File: config.mk
export PLATFORM = sky130hd
export DESIGN_NAME = shift_frame_unit
export DESIGN_NICKNAME = d
export VERILOG_FILES = /design/src/rtl/shift_frame_unit.sv
export SDC_FILE = /design/constraint.sdc
export NUM_CORES = 1
export LEC_CHECK = 0
export ABC_AREA = 1
export CORE_UTILIZATION = 43
export CTS_BUF_LIST = sky130_fd_sc_hd__clkbuf_2 sky130_fd_sc_hd__clkbuf_4 sky130_fd_sc_hd__clkbuf_8
export CTS_CLUSTER_DIAMETER = 150
export DETAILED_ROUTE_END_ITERATION = 10
export PLACE_DENSITY = 0.78
export REMOVE_ABC_BUFFERS = 1
export SKIP_CTS_REPAIR_TIMING = 1
export SYNTH_ARGS = -nofsm -noshare
export SYNTH_HDL_FRONTEND = slang
export SYNTH_SLANG_ARGS = --single-unit
export TNS_END_PERCENT = 1
File: constraint.sdc
create_clock -name clk -period 1.4 [get_ports clk]
set_input_delay 0.42 -clock clk [delete_from_list [all_inputs] [get_ports clk]]
set_output_delay 0.42 -clock clk [all_outputs]
set_load 0.02 [all_outputs]
File: src/rtl/shift_frame_unit.sv
// Configurable serial/parallel shift engine with frame counter and a
// captured-word output guarded by a valid/ack handshake and overrun flag.
module shift_frame_unit #(
   parameter int WIDTH     = 8,
   parameter int FRAME_LEN = 8
) (
   input  logic             clk,
   input  logic             rst_n,
   input  logic             en,
   input  logic [1:0]       mode,
   input  logic             sin,
   input  logic [WIDTH-1:0] pdata_in,
   input  logic             clr,
   input  logic             frame_ack,
   output logic [WIDTH-1:0] shreg,
   output logic             sout,
   output logic [7:0]       bit_cnt,
   output logic [WIDTH-1:0] frame_data,
   output logic             frame_valid,
   output logic             overrun
);

   localparam logic [1:0] MODE_SHL  = 2'b00;
   localparam logic [1:0] MODE_SHR  = 2'b01;
   localparam logic [1:0] MODE_ROL  = 2'b10;
   localparam logic [1:0] MODE_LOAD = 2'b11;

   // Last count value of a frame; the shift that finds the counter here
   // wraps it and completes the frame.
   localparam logic [7:0] LAST_CNT = 8'(FRAME_LEN - 1);

   logic [WIDTH-1:0] shreg_q, shreg_d;
   logic             sout_q, sout_d;
   logic [7:0]       bit_cnt_q, bit_cnt_d;
   logic [WIDTH-1:0] frame_data_q, frame_data_d;
   logic             frame_valid_q, frame_valid_d;
   logic             overrun_q, overrun_d;

   logic is_shift;
   logic is_rotate;
   logic is_load;
   logic frame_done;

   assign is_shift   = en && (mode == MODE_SHL || mode == MODE_SHR);
   assign is_rotate  = en && (mode == MODE_ROL);
   assign is_load    = en && (mode == MODE_LOAD);
   assign frame_done = is_shift && (bit_cnt_q >= LAST_CNT);

   // Next-state: clear beats load beats shift/rotate beats hold; the ack
   // clear of frame_valid works even while the datapath holds.
   always_comb begin
      // NOTE: every next-state value starts from its current value so no
      // path through this block leaves a signal unassigned (no latches).
      shreg_d       = shreg_q;
      sout_d        = sout_q;
      bit_cnt_d     = bit_cnt_q;
      frame_data_d  = frame_data_q;
      frame_valid_d = frame_valid_q;
      overrun_d     = overrun_q;

      if (clr) begin
         // frame_data deliberately survives a clear.
         shreg_d       = '0;
         sout_d        = 1'b0;
         bit_cnt_d     = '0;
         frame_valid_d = 1'b0;
         overrun_d     = 1'b0;
      end else begin
         if (is_load) begin
            shreg_d   = pdata_in;
            bit_cnt_d = '0;
         end else if (is_shift && mode == MODE_SHL) begin
            shreg_d = {shreg_q[WIDTH-2:0], sin};
            sout_d  = shreg_q[WIDTH-1];
         end else if (is_shift) begin
            shreg_d = {sin, shreg_q[WIDTH-1:1]};
            sout_d  = shreg_q[0];
         end else if (is_rotate) begin
            shreg_d = {shreg_q[WIDTH-2:0], shreg_q[WIDTH-1]};
            sout_d  = shreg_q[WIDTH-1];
         end

         if (is_shift) begin
            bit_cnt_d = frame_done ? 8'd0 : bit_cnt_q + 8'd1;
         end

         if (frame_done) begin
            // Newest word wins; an ack on this same edge consumes the old
            // word, so only an unacknowledged one counts as overrun.
            frame_data_d  = shreg_d;
            frame_valid_d = 1'b1;
            if (frame_valid_q && !frame_ack) begin
               overrun_d = 1'b1;
            end
         end else if (frame_ack) begin
            frame_valid_d = 1'b0;
         end
      end
   end

   // State registers with asynchronous active-low reset.
   always_ff @(posedge clk or negedge rst_n) begin
      // NOTE: non-blocking assignments so every register samples the
      // pre-edge values regardless of statement order.
      if (!rst_n) begin
         shreg_q       <= '0;
         sout_q        <= 1'b0;
         bit_cnt_q     <= '0;
         frame_data_q  <= '0;
         frame_valid_q <= 1'b0;
         overrun_q     <= 1'b0;
      end else begin
         shreg_q       <= shreg_d;
         sout_q        <= sout_d;
         bit_cnt_q     <= bit_cnt_d;
         frame_data_q  <= frame_data_d;
         frame_valid_q <= frame_valid_d;
         overrun_q     <= overrun_d;
      end
   end

   assign shreg       = shreg_q;
   assign sout        = sout_q;
   assign bit_cnt     = bit_cnt_q;
   assign frame_data  = frame_data_q;
   assign frame_valid = frame_valid_q;
   assign overrun     = overrun_q;

endmodule

==> flow_results.org <==
** CTS
- Buffers inserted during clock tree synthesis total 3.
- Maximum clock path buffer count :: 2
- The tree is rooted in a sky130_fd_sc_hd__clkbuf_4.
- Maximum level of the CTS H-tree :: 1
- Worst-skew pair later-pin latency :: 330 ps
- CTS saw 27 sinks.
- After clock tree synthesis, the clock-pin slew on the worst setup and hold paths is 150 ps.
- Clock tree from TritonCTS :: yes

** Floorplanning
- 43 I/O pins were placed.
- The floorplan has 20 rows.
- For this configuration, the core starts out at a cell density of 0.4553.
- Area inside the core boundary :: 3053 sq um
- Vertical die dimension :: 58.86 microns
- Overall die area :: 3464 sq um
- Chip width :: 58.86 microns

** Status
- The run finished, with violations left.
- Violated checks :: negative setup slack

** Critical path
- Endpoint class of the critical path :: flip-flop
- Data on the critical path is required at its endpoint by 1670 ps.
- Max stage delay cell, worst path :: sky130_fd_sc_hd__clkdlybuf4s50_1
- In this design, the stage delay of the slowest critical-path cell is 440 ps.
- Startpoint-to-endpoint class of the critical path :: in -> reg
- Crit start category :: input pin
- CP Capture Point :: frame_data[6]
- For flop-to-flop paths, the worst setup slack is -70 ps.
- The worst register-to-register path has a depth of 9.
- Top fanout value on the critical path :: 7
- Most Frequent Cell on Critical Path :: sky130_fd_sc_hd__nand2_1
- The critical path goes through clkdlybuf4s50_1 > inv_1 > nand2_2 > inv_2 > nand2_1 > nor2_4 > buf_12 > nand3_1 > nand2_1.
- The endpoint identified for the worst register-to-register timing path is frame_data[6].
- Arr. time, crit path :: 1770 ps
- In this run the critical register-to-register path is launched from bit_cnt[0].
- The most critical setup path has its startpoint at mode[1].

** STA
- Total negative slack for setup checks :: -979.2 ps
- Worst slew pin tran :: 234.0 ps
- Final Skew :: 9.442 ps
- The count of pins over their slew limit was 0.
- Crit path setup slack, layout :: -97.60 ps
- Period minus WS final :: 1498 ps
- Of the available clock period, the critical path in the final layout requires 1.070.
- The worst pin sits at a relative slew slack of 0.8437.
- Top achievable clock speed :: 667.7 MHz
- Total count of hold-check failures in the final report :: 0
- Number of failing setup endpoints in the final timing report :: 16
- Setup repair after global routing could not meet its margin everywhere.

** Cells and area
- From synthesis to final layout, the design area changed by 53.92%.
- Of the cells placed in the final design, the portion with a size suffix greater than 1 is 0.2520.
- Summing all non-filler instances in the final layout gives an area of 2140 sq um.
- Antenna diode count :: 0
- For this run, the post-layout net count is 268.

** Synthesis
- Ranked by instance count, the synthesized netlist is headed by sky130_fd_sc_hd__nand2_1 (47), sky130_fd_sc_hd__nand3_1 (34), sky130_fd_sc_hd__dfrtp_1 (27), sky130_fd_sc_hd__inv_1 (18), sky130_fd_sc_hd__nor2_1 (12).
- Count of mapped cells out of synthesis :: 176
- Flip-flop and latch count after synthesis :: 27
- Top post-synthesis cells by area :: sky130_fd_sc_hd__dfrtp_1 (49%), sky130_fd_sc_hd__nand2_1 (13%), sky130_fd_sc_hd__nand3_1 (12%)
- Share of the synthesized area in the top cell type :: 0.4860
- Dominant cell by count in the synthesized netlist :: sky130_fd_sc_hd__nand2_1
- In this run the cell area of the synthesized design comes to 1390 sq um.
- For this run, the leading register cell type out of synthesis is sky130_fd_sc_hd__dfrtp_1.
- In this run the mean area of a mapped cell was 7.898 sq um.
- Synth warn :: 0
- In this run, synthesis inferred 0 flip-flops with an integrated enable.
- Seq/Total Area, Yosys :: 0.4860
- The biggest area contributor in the post-synthesis netlist is sky130_fd_sc_hd__dfrtp_1.
- For this run, asynchronously set or reset flops after synthesis account for 1.000.
- Library cells used by synthesis :: 23

** Power and ir drop
- Power comes to 1532 uW.
- Max IR drop VDD :: 0.5353 mV
- Of the total power, the clock network draws 0.237.
- Net switching power of the design :: 429.3 uW
- PD cells :: 715.9 nW/um^2
- Leakage :: 0.001406 uW
- Sequential cell fraction of total power :: 0.539
- The share of total power dissipated in combinational logic is 0.224.
- Of the total power, the share spent switching nets is 0.2803.
- The internal power of the cells totals 1102 uW.

** Drt
- Via density per instance :: 4.881
- The routed layout has 1435 vias.
- First-iteration detailed-routing DRC count :: 51
- For this block, the routed nets add up to 3624 microns of wire.
- For this run, design rule violations remaining after detail routing come to 0.
- Number of detailed-route iterations in the first pass :: 4
- After detailed routing, the average wire length per cell comes to 12.33 microns.
- The detail route stage leaves a number of antenna-violating nets equal to 0.

** Placement
- Port bufs :: 42
- At the end of routability-driven placement, the weighted congestion stood at 0.8877.
- The wire-length estimate of the detail-placed layout is 2725 microns.
- Worst setup timing slack at the placement stage :: -438.8 ps
- After detailed placement, the total cell area comes to 2112 sq um.

** GRT
- The total overflow left after global routing is 0.
- The first global-routing pass estimated 6065 microns of wire.
- Global-route track usage on met1 :: 0.3404
- In the global route stage, overall resource usage came out at 0.2321.
- Pin count of the biggest net entering global routing :: 28
- For this run, global-route usage on met3 was measured as 0.02198.
- Met2 Use GR :: 0.3636
- Vias in the first global route :: 1328
- Most crowded layer after global routing :: met2
- Initial antenna violation count :: 0

** Job
- Max-capacitance violation count :: 0

** Hold path
- In this run the worst hold path is classified as in -> async.
-- cells in the final DEF, fill, tap and decap left out --
cell type                         Yosys  layout
sky130_fd_sc_hd__nand2_1             47      47
sky130_fd_sc_hd__nand3_1             34      33
sky130_fd_sc_hd__buf_4                1      31
sky130_fd_sc_hd__dfrtp_1             27      27
sky130_fd_sc_hd__inv_1               18      18
sky130_fd_sc_hd__dlymetal6s2s_1       0      17
sky130_fd_sc_hd__clkdlybuf4s50_1      0      14
sky130_fd_sc_hd__nor2_1              12      12
sky130_fd_sc_hd__clkbuf_2             0      10
sky130_fd_sc_hd__nand3b_1             7       7
sky130_fd_sc_hd__or2_2                5       5
sky130_fd_sc_hd__clkbuf_4             0       4
sky130_fd_sc_hd__or2_1                3       3
sky130_fd_sc_hd__a21oi_1              3       3
sky130_fd_sc_hd__inv_2                3       2
sky130_fd_sc_hd__nand3_2              1       2
sky130_fd_sc_hd__o21ai_1              0       2
sky130_fd_sc_hd__buf_12               0       2
sky130_fd_sc_hd__nand3_4              1       1
sky130_fd_sc_hd__nand2_2              1       1
sky130_fd_sc_hd__nor2_2               1       1
sky130_fd_sc_hd__nor2_4               1       1
sky130_fd_sc_hd__inv_4                0       1
sky130_fd_sc_hd__o21ai_0              3       1
sky130_fd_sc_hd__o211ai_1             1       1
sky130_fd_sc_hd__nand4_1              1       1
sky130_fd_sc_hd__o31ai_1              1       1
sky130_fd_sc_hd__ha_2                 0       1
sky130_fd_sc_hd__buf_2                3       1
-- layer usage --
layer	vias up	part of all wire	routed length, microns
met1	662	0.46	1683
li1	719	-	-
met4	0	0.015	53
met2	50	0.46	1679
met3	4	0.057	207
met5	-	0	0
-- power by group through the flow --
stage | logic (uW) | registers (uW) | clock network, uW
detailed placement | 355 | 840 | 0
finish | 343 | 825 | 364
global placement | 351 | 840 | 0
CTS | 357 | 826 | 362
floorplan | 98.0 | 878 | 0
global route | 375 | 829 | 393
-- worst min-delay path by stage --
stage	slack, ps	startpoint	end
2_1_floorplan	120	rst_n	bit_cnt[0]
3_3_place_gp	470	overrun	overrun
3_5_place_dp	470	frame_data[1]	frame_data[1]
4_1_cts	440	rst_n	bit_cnt[5]
5_1_grt	430	rst_n	bit_cnt[5]
6_report	420	rst_n	bit_cnt[6]
-- final cells by class --
| cell class | instances | area [sq um] |
|---|---|---|
| timing repair buffer | 75 | 680.7 |
| tap | 44 | 55.05 |
| clock buffer | 4 | 30.03 |
| fill | 264 | 913.4 |
| sequential | 27 | 675.6 |
| multi-input combinational | 123 | 616.8 |
| inverter | 21 | 81.33 |
-- worst max-delay path: cells and delay by family --
kind                   cells  cell delay (ps)
buffers and inverters      4              780
and+or+nand+nor            5              570
-- registers in the layout (all words and copies together), names as in the netlist --
register     cells
frame_data       8
sout             1
shreg            8
frame_valid      1
overrun          1
bit_cnt          8
-- stage by stage --
step	util	hold WS (ps)	cells
after floorplan	-	124.4	171
after global placement	0.6918	467.7	290
after detailed placement	0.6918	469.2	290
after CTS	0.7016	438.8	294
after global routing	0.7008	425.6	294
final	0.7008	423.7	294
-- cell families after synthesis --
group | Yosys count | share of synthesized area
DFF | 27 | 0.4861
adders and majority gates | 1 | 0.008999
AOI/OAI and AO/OA | 8 | 0.03240
buffers and inverters | 26 | 0.07560
and+or+nand+nor | 114 | 0.3969
Note: power is estimated with default switching activity, not from simulation.
